<file path="config.mk">
export PLATFORM = sky130hd
export DESIGN_NAME = writeback_stage
export DESIGN_NICKNAME = d
export VERILOG_FILES = /design/src/rtl/riscv_pkg.sv /design/src/rtl/load_align.sv /design/src/rtl/writeback_stage.sv
export SDC_FILE = /design/constraint.sdc
export NUM_CORES = 1
export LEC_CHECK = 0
export BUFFER_PORTS_ARGS = -buffer_cell sky130_fd_sc_hd__buf_4
export CAP_MARGIN = 5
export CORE_UTILIZATION = 45
export CTS_CLUSTER_SIZE = 20
export DETAILED_ROUTE_END_ITERATION = 6
export PLACE_DENSITY = 0.74
export SKIP_CTS_REPAIR_TIMING = 1
export SLEW_MARGIN = 10
export SYNTH_ARGS = -nofsm -noshare
export SYNTH_HDL_FRONTEND = slang
export SYNTH_SLANG_ARGS = --single-unit
</file>
<file path="constraint.sdc">
create_clock -name clk -period 2.4 [get_ports clk]
set_clock_uncertainty 0.15 [all_clocks]
set_input_delay 0.24 -clock clk [delete_from_list [all_inputs] [get_ports clk]]
set_output_delay 0.24 -clock clk [all_outputs]
set_load 0.1 [all_outputs]
</file>
<file path="src/rtl/riscv_pkg.sv">
`default_nettype none
// ============================================================================
// Module   : riscv_pkg
// Purpose  : Shared encodings for the writeback path: write-back source
//            select codes and load funct3 values.
// Revision : 1.0 - initial release
// ============================================================================
package riscv_pkg;

  // Write-back source select
  localparam logic [1:0] C_WB_ALU  = 2'b00;
  localparam logic [1:0] C_WB_LOAD = 2'b01;
  localparam logic [1:0] C_WB_PC4  = 2'b10;
  localparam logic [1:0] C_WB_RSVD = 2'b11;

  // Load funct3 encodings
  localparam logic [2:0] C_F3_LB  = 3'b000;
  localparam logic [2:0] C_F3_LH  = 3'b001;
  localparam logic [2:0] C_F3_LW  = 3'b010;
  localparam logic [2:0] C_F3_LBU = 3'b100;
  localparam logic [2:0] C_F3_LHU = 3'b101;

endpackage : riscv_pkg
`default_nettype wire

</file>
<file path="src/rtl/load_align.sv">
`default_nettype none
// ============================================================================
// Module   : load_align
// Purpose  : Combinational load extractor. Picks the byte/half/word addressed
//            by addr_lo out of an aligned memory word, sign- or zero-extends
//            it, and flags illegal funct3 codes and misaligned accesses.
// Ports    : mem_rdata [31:0] in  - raw aligned data-memory word
//            funct3    [2:0]  in  - load type
//            addr_lo   [1:0]  in  - byte offset within the word
//            data      [31:0] out - extracted, extended load value
//            err              out - illegal or misaligned load
// Revision : 1.0 - initial release
// ============================================================================
module load_align
  import riscv_pkg::*;
(
  input  logic [31:0] mem_rdata,
  input  logic [2:0]  funct3,
  input  logic [1:0]  addr_lo,
  output logic [31:0] data,
  output logic        err
);

  logic [7:0]  w_byte;
  logic [15:0] w_half;

  always_comb begin
    w_byte = mem_rdata[7:0];
    case (addr_lo)
      2'd0:    w_byte = mem_rdata[7:0];
      2'd1:    w_byte = mem_rdata[15:8];
      2'd2:    w_byte = mem_rdata[23:16];
      default: w_byte = mem_rdata[31:24];
    endcase
  end

  // Half select uses only addr_lo[1]; addr_lo[0] is checked for alignment.
  assign w_half = addr_lo[1] ? mem_rdata[31:16] : mem_rdata[15:0];

  always_comb begin
    data = '0;
    err  = 1'b0;
    case (funct3)
      C_F3_LB:  data = {{24{w_byte[7]}}, w_byte};
      C_F3_LBU: data = {24'd0, w_byte};
      C_F3_LH: begin
        data = {{16{w_half[15]}}, w_half};
        err  = addr_lo[0];
      end
      C_F3_LHU: begin
        data = {16'd0, w_half};
        err  = addr_lo[0];
      end
      C_F3_LW: begin
        data = mem_rdata;
        err  = (addr_lo != 2'd0);
      end
      default: err = 1'b1;
    endcase
  end

endmodule : load_align
`default_nettype wire

</file>
<file path="src/rtl/writeback_stage.sv">
`default_nettype none
// ============================================================================
// Module   : writeback_stage
// Purpose  : Final pipeline stage. Registers the MEM result, selects the
//            write-back source, aligns loads, drives the register-file write
//            port and the EX forwarding bus, and counts retired instructions.
// Ports    : clk, rst (async, active-low)
//            in_valid/in_ready, stall, flush     - handshake and hazards
//            alu_result, mem_rdata, pc_plus4     - candidate write data
//            wb_sel, funct3, addr_lo, rd_in,
//            reg_write_in                        - per-instruction control
//            Write_Rd_data, Rd_addr, writeControl- register-file write port
//            fwd_valid, fwd_rd, fwd_data         - forwarding bus
//            load_err                            - illegal/misaligned load
//            instret [CNT_W-1:0]                 - retired-instruction count
// Revision : 1.0 - initial release
// ============================================================================
module writeback_stage
  import riscv_pkg::*;
#(
  parameter int CNT_W = 64
) (
  input  logic             clk,
  input  logic             rst,
  input  logic             in_valid,
  output logic             in_ready,
  input  logic             stall,
  input  logic             flush,
  input  logic [31:0]      alu_result,
  input  logic [31:0]      mem_rdata,
  input  logic [31:0]      pc_plus4,
  input  logic [1:0]       wb_sel,
  input  logic [2:0]       funct3,
  input  logic [1:0]       addr_lo,
  input  logic [4:0]       rd_in,
  input  logic             reg_write_in,
  output logic [31:0]      Write_Rd_data,
  output logic [4:0]       Rd_addr,
  output logic             writeControl,
  output logic             fwd_valid,
  output logic [4:0]       fwd_rd,
  output logic [31:0]      fwd_data,
  output logic             load_err,
  output logic [CNT_W-1:0] instret
);

  logic             r_valid;
  logic [4:0]       r_rd;
  logic             r_reg_write;
  logic [1:0]       r_wb_sel;
  logic [2:0]       r_funct3;
  logic [1:0]       r_addr_lo;
  logic [31:0]      r_alu;
  logic [31:0]      r_mem;
  logic [31:0]      r_pc4;
  logic [CNT_W-1:0] r_instret;

  logic [31:0]      w_load_data;
  logic             w_align_err;
  logic             w_err;
  logic             w_capture;
  logic [31:0]      w_wb_data;

  assign in_ready  = !stall && !flush;
  assign w_capture = in_valid && in_ready;

  // Stall and flush both insert a bubble; only a real capture refreshes the
  // data fields, so a stalled stage keeps its last contents visible.
  always_ff @(posedge clk or negedge rst) begin
    if (!rst) begin
      r_valid     <= 1'b0;
      r_rd        <= '0;
      r_reg_write <= 1'b0;
      r_wb_sel    <= C_WB_ALU;
      r_funct3    <= '0;
      r_addr_lo   <= '0;
      r_alu       <= '0;
      r_mem       <= '0;
      r_pc4       <= '0;
    end else begin
      r_valid <= w_capture;
      if (w_capture) begin
        r_rd        <= rd_in;
        r_reg_write <= reg_write_in;
        r_wb_sel    <= wb_sel;
        r_funct3    <= funct3;
        r_addr_lo   <= addr_lo;
        r_alu       <= alu_result;
        r_mem       <= mem_rdata;
        r_pc4       <= pc_plus4;
      end
    end
  end

  load_align u_load_align (
    .mem_rdata (r_mem),
    .funct3    (r_funct3),
    .addr_lo   (r_addr_lo),
    .data      (w_load_data),
    .err       (w_align_err)
  );

  // Alignment faults only matter for a live load.
  assign w_err = r_valid && (r_wb_sel == C_WB_LOAD) && w_align_err;

  always_comb begin
    w_wb_data = '0;
    case (r_wb_sel)
      C_WB_ALU:  w_wb_data = r_alu;
      C_WB_LOAD: w_wb_data = w_load_data;
      C_WB_PC4:  w_wb_data = r_pc4;
      default:   w_wb_data = '0;
    endcase
  end

  // Every valid, non-faulting stage cycle retires one instruction, whether
  // or not it writes a register.
  always_ff @(posedge clk or negedge rst) begin
    if (!rst) begin
      r_instret <= '0;
    end else if (r_valid && !w_err) begin
      r_instret <= r_instret + 1'b1;
    end
  end

  assign writeControl  = r_valid && r_reg_write && (r_rd != 5'd0) && !w_err
                         && (r_wb_sel != C_WB_RSVD);
  assign Write_Rd_data = w_wb_data;
  assign Rd_addr       = r_rd;
  assign load_err      = w_err;
  assign fwd_valid     = writeControl;
  assign fwd_rd        = Rd_addr;
  assign fwd_data      = Write_Rd_data;
  assign instret       = r_instret;

endmodule : writeback_stage
`default_nettype wire
</file>
==> results.ini <==
[sta]
setup_ws_ns = -0.375
slew_headroom = 0.638
fmax_ghz = 0.360
min_period_over_period = 1.16
slew_viol_final = 0
setup_viol = 66
tns_ns = -21.30
finalCriticalPeriod_ns = 2.78
finalHoldViolCount = 0
rsz0062_at_grt = yes
tightest_slew_ns = 0.538

[synthesis]
yosysTopAreaCellShare = 0.511
synthTopCellsByArea = dfrtp_1 51%, mux2_2 14%, xnor2_1 5.0%, mux2i_1 3.8%, buf_4 3.4%
synthCells = 698
synthFlopType = dfrtp_1
synthesis.nets = 813
syn_area_per_cell_sq_um = 12.2
synth-edff-count = 0
synthesis.area_sq_um = 8510
synth_cell_types = 46
ys_warn_count = 0
ys_seq_area_frac = 0.511
synth_top_area_cell = dfrtp_1
yosys_register_bits = 174
ys_async_sr_fraction = 1.00

[route]
vias = 7148
dr.pass1.iters = 4
viasPerCell = 5.48
wl_per_cell_um = 21.2
finalWirelength_mm = 27.7
drcViolationCount = 0
drt_first_iter_violations = 351
drtAntennaViolNets = 0

[die]
io_pins = 256
core_area_sq_um = 18300
initial_core_util = 0.466
die_area_sq_um = 19500
dieWidth_um = 140
die_h_um = 140
num_rows = 49

[global_route]
grt_start_max_net_pins = 65
grt_pass1_wl_mm = 36.5
grt_util_all_layers = 0.244
overflow = 0
antenna_found_initial = 5
first_global_vias = 6703

[power_and_ir_drop]
internal_power_uw = 7620
switching_share = 0.452
leakage_uw = 0.00607
clockPowerShare = 0.213
power.switching_uw = 6270
irDropWorstVdd_uv = 635
p_comb_frac = 0.517
p_per_area_nw_per_um2 = 986
pwr-share-seq = 0.270

[final_layout]
final_common_cell = buf_4
layout-drive-gt1-share = 0.555
post-route-util = 0.771
fin_nets = 1172
syn_to_final_growth_pct = 65.5
design_area_sq_um = 14100
layout_common_cells = 228 x buf_4, 125 x dfrtp_1, 110 x dlygate4sd3_1

[outcome]
status = finished with violations
violations = negative setup slack

[placement]
dpl_cell_area_sq_um = 11300
io_buffers = 255
detailed_place_hpwl_mm = 16.9
gp_congestion = 0.858

[worst_setup_path]
cp_data_arrival_time_ns = 2.39
crit_fanout = 7
cp.required_ns = 2.01
cp-end-kind = output port
crit_type = flip-flop to output port
start_kind = flip-flop

[clock_tree]
cts.sinks = 174
cts_buffers = 17
cts_tree = done
clock_tree.root_cell = clkbuf_16
h-tree-depth = 4
clk_pin_slew_ns = 0.07
cts.path.max_buffers = 2
clock_latency_ns = 0.43

[run]
max_cap_violations = 0

[min_path]
hold_path_class = input port to flip-flop

==> through the flow <==
| stage | worst slack [ns] | hold WS [ns] | instances | power, uW |
|---|---|---|---|---|
| floorplan | -0.794 | -0.206 | 698 | 8900 |
| global placement | -0.0477 | 0.0784 | 1150 | 9510 |
| detailed placement | -0.0588 | 0.0790 | 1150 | 9570 |
| CTS | -0.526 | -0.384 | 1182 | 12500 |
| global route | -0.454 | 0.238 | 1304 | 14300 |
| finish | -0.375 | 0.207 | 1304 | 13900 |
==> cell type report <==
type                    count  area, sq um
diodes                      5         12.5
clock buffers              19          433
repair buffers            414         4160
flip-flops and latches    174         4470
clock inverters            13          188
well taps                 229          287
fillers                  1080         4180
multi-input cells         444         4520
inverters                   6         22.5
==> worst paths after layout <==
kind	cells after the start	start	end	slack, ns
min reg2reg	1	instret[63]	instret[63]	0.34
min	3	in_valid	r_funct3[1]	0.21
max	7	r_funct3[0]	Write_Rd_data[30]	-0.38
max in group asynchronous	3	rst	r_wb_sel[0]	1.10
max reg2reg	8	r_funct3[0]	instret[44]	0.07
min in group asynchronous	2	rst	r_pc4[11]	0.23
==> cells in the mapped netlist (all sizes together), types with 2 or more instances <==
master and count:
and3 15, and2 8, a21oi 16, nor2 20, nor4 5, nand3 29, nand2b 4, o211ai 4
dfrtp 174, nor2b 2, o21ai 3, inv 6, a221oi 9, or4 2, nand2 21, mux2i 32
buf 42, or2 4, xor2 14, and4 4, nand4b 2, a22oi 6, mux4 8, o22ai 29
xnor2 49, clkbuf 33, mux2 109, nor3 15, nand4 23, or3 3
==> flip-flops by register name, indices dropped and copies added, names as in the netlist <==
register	flops
instret	64
r_alu	32
r_mem	32
r_pc4	32
Rd_addr	5
r_funct3	3
r_addr_lo	2
r_wb_sel	2
r_reg_write	1
r_valid	1
==> power by group through the flow <==
stage / combinational [uW] / clock, uW / sequential [uW]
2_1_floorplan: 4930 / 0 / 3970
6_report: 7180 / 2960 / 3750
5_1_grt: 7390 / 3140 / 3800
3_5_place_dp: 5840 / 0 / 3730
3_3_place_gp: 5790 / 0 / 3720
4_1_cts: 5850 / 3000 / 3680
==> critical path, cell delays in order, from the launching register on <==
cell,delay [ns]
dfrtp_1,0.40
buf_12,0.15
nor2_4,0.07
mux4_2,0.55
and2_4,0.23
a21oi_2,0.20
o22ai_4,0.13
buf_8,0.22
==> per-layer routing <==
layer | share of wire | vias to the layer above | track usage
met5 | 0 | - | 0
met4 | 0.031 | 0 | 0.0700
met3 | 0.057 | 61 | 0.0671
met2 | 0.51 | 257 | 0.389
met1 | 0.40 | 3596 | 0.326
li1 | - | 3234 | -
==> logic make-up after synthesis <==
group | Yosys count | synth area share
compound gates | 71 | 0.0556
xor+xnor | 63 | 0.0648
fa+ha+maj | 1 | 0.00147
buf+inv | 81 | 0.0544
flops | 174 | 0.511
mux | 149 | 0.203
simple gates | 159 | 0.109
Power figures use the tool's default switching activity.
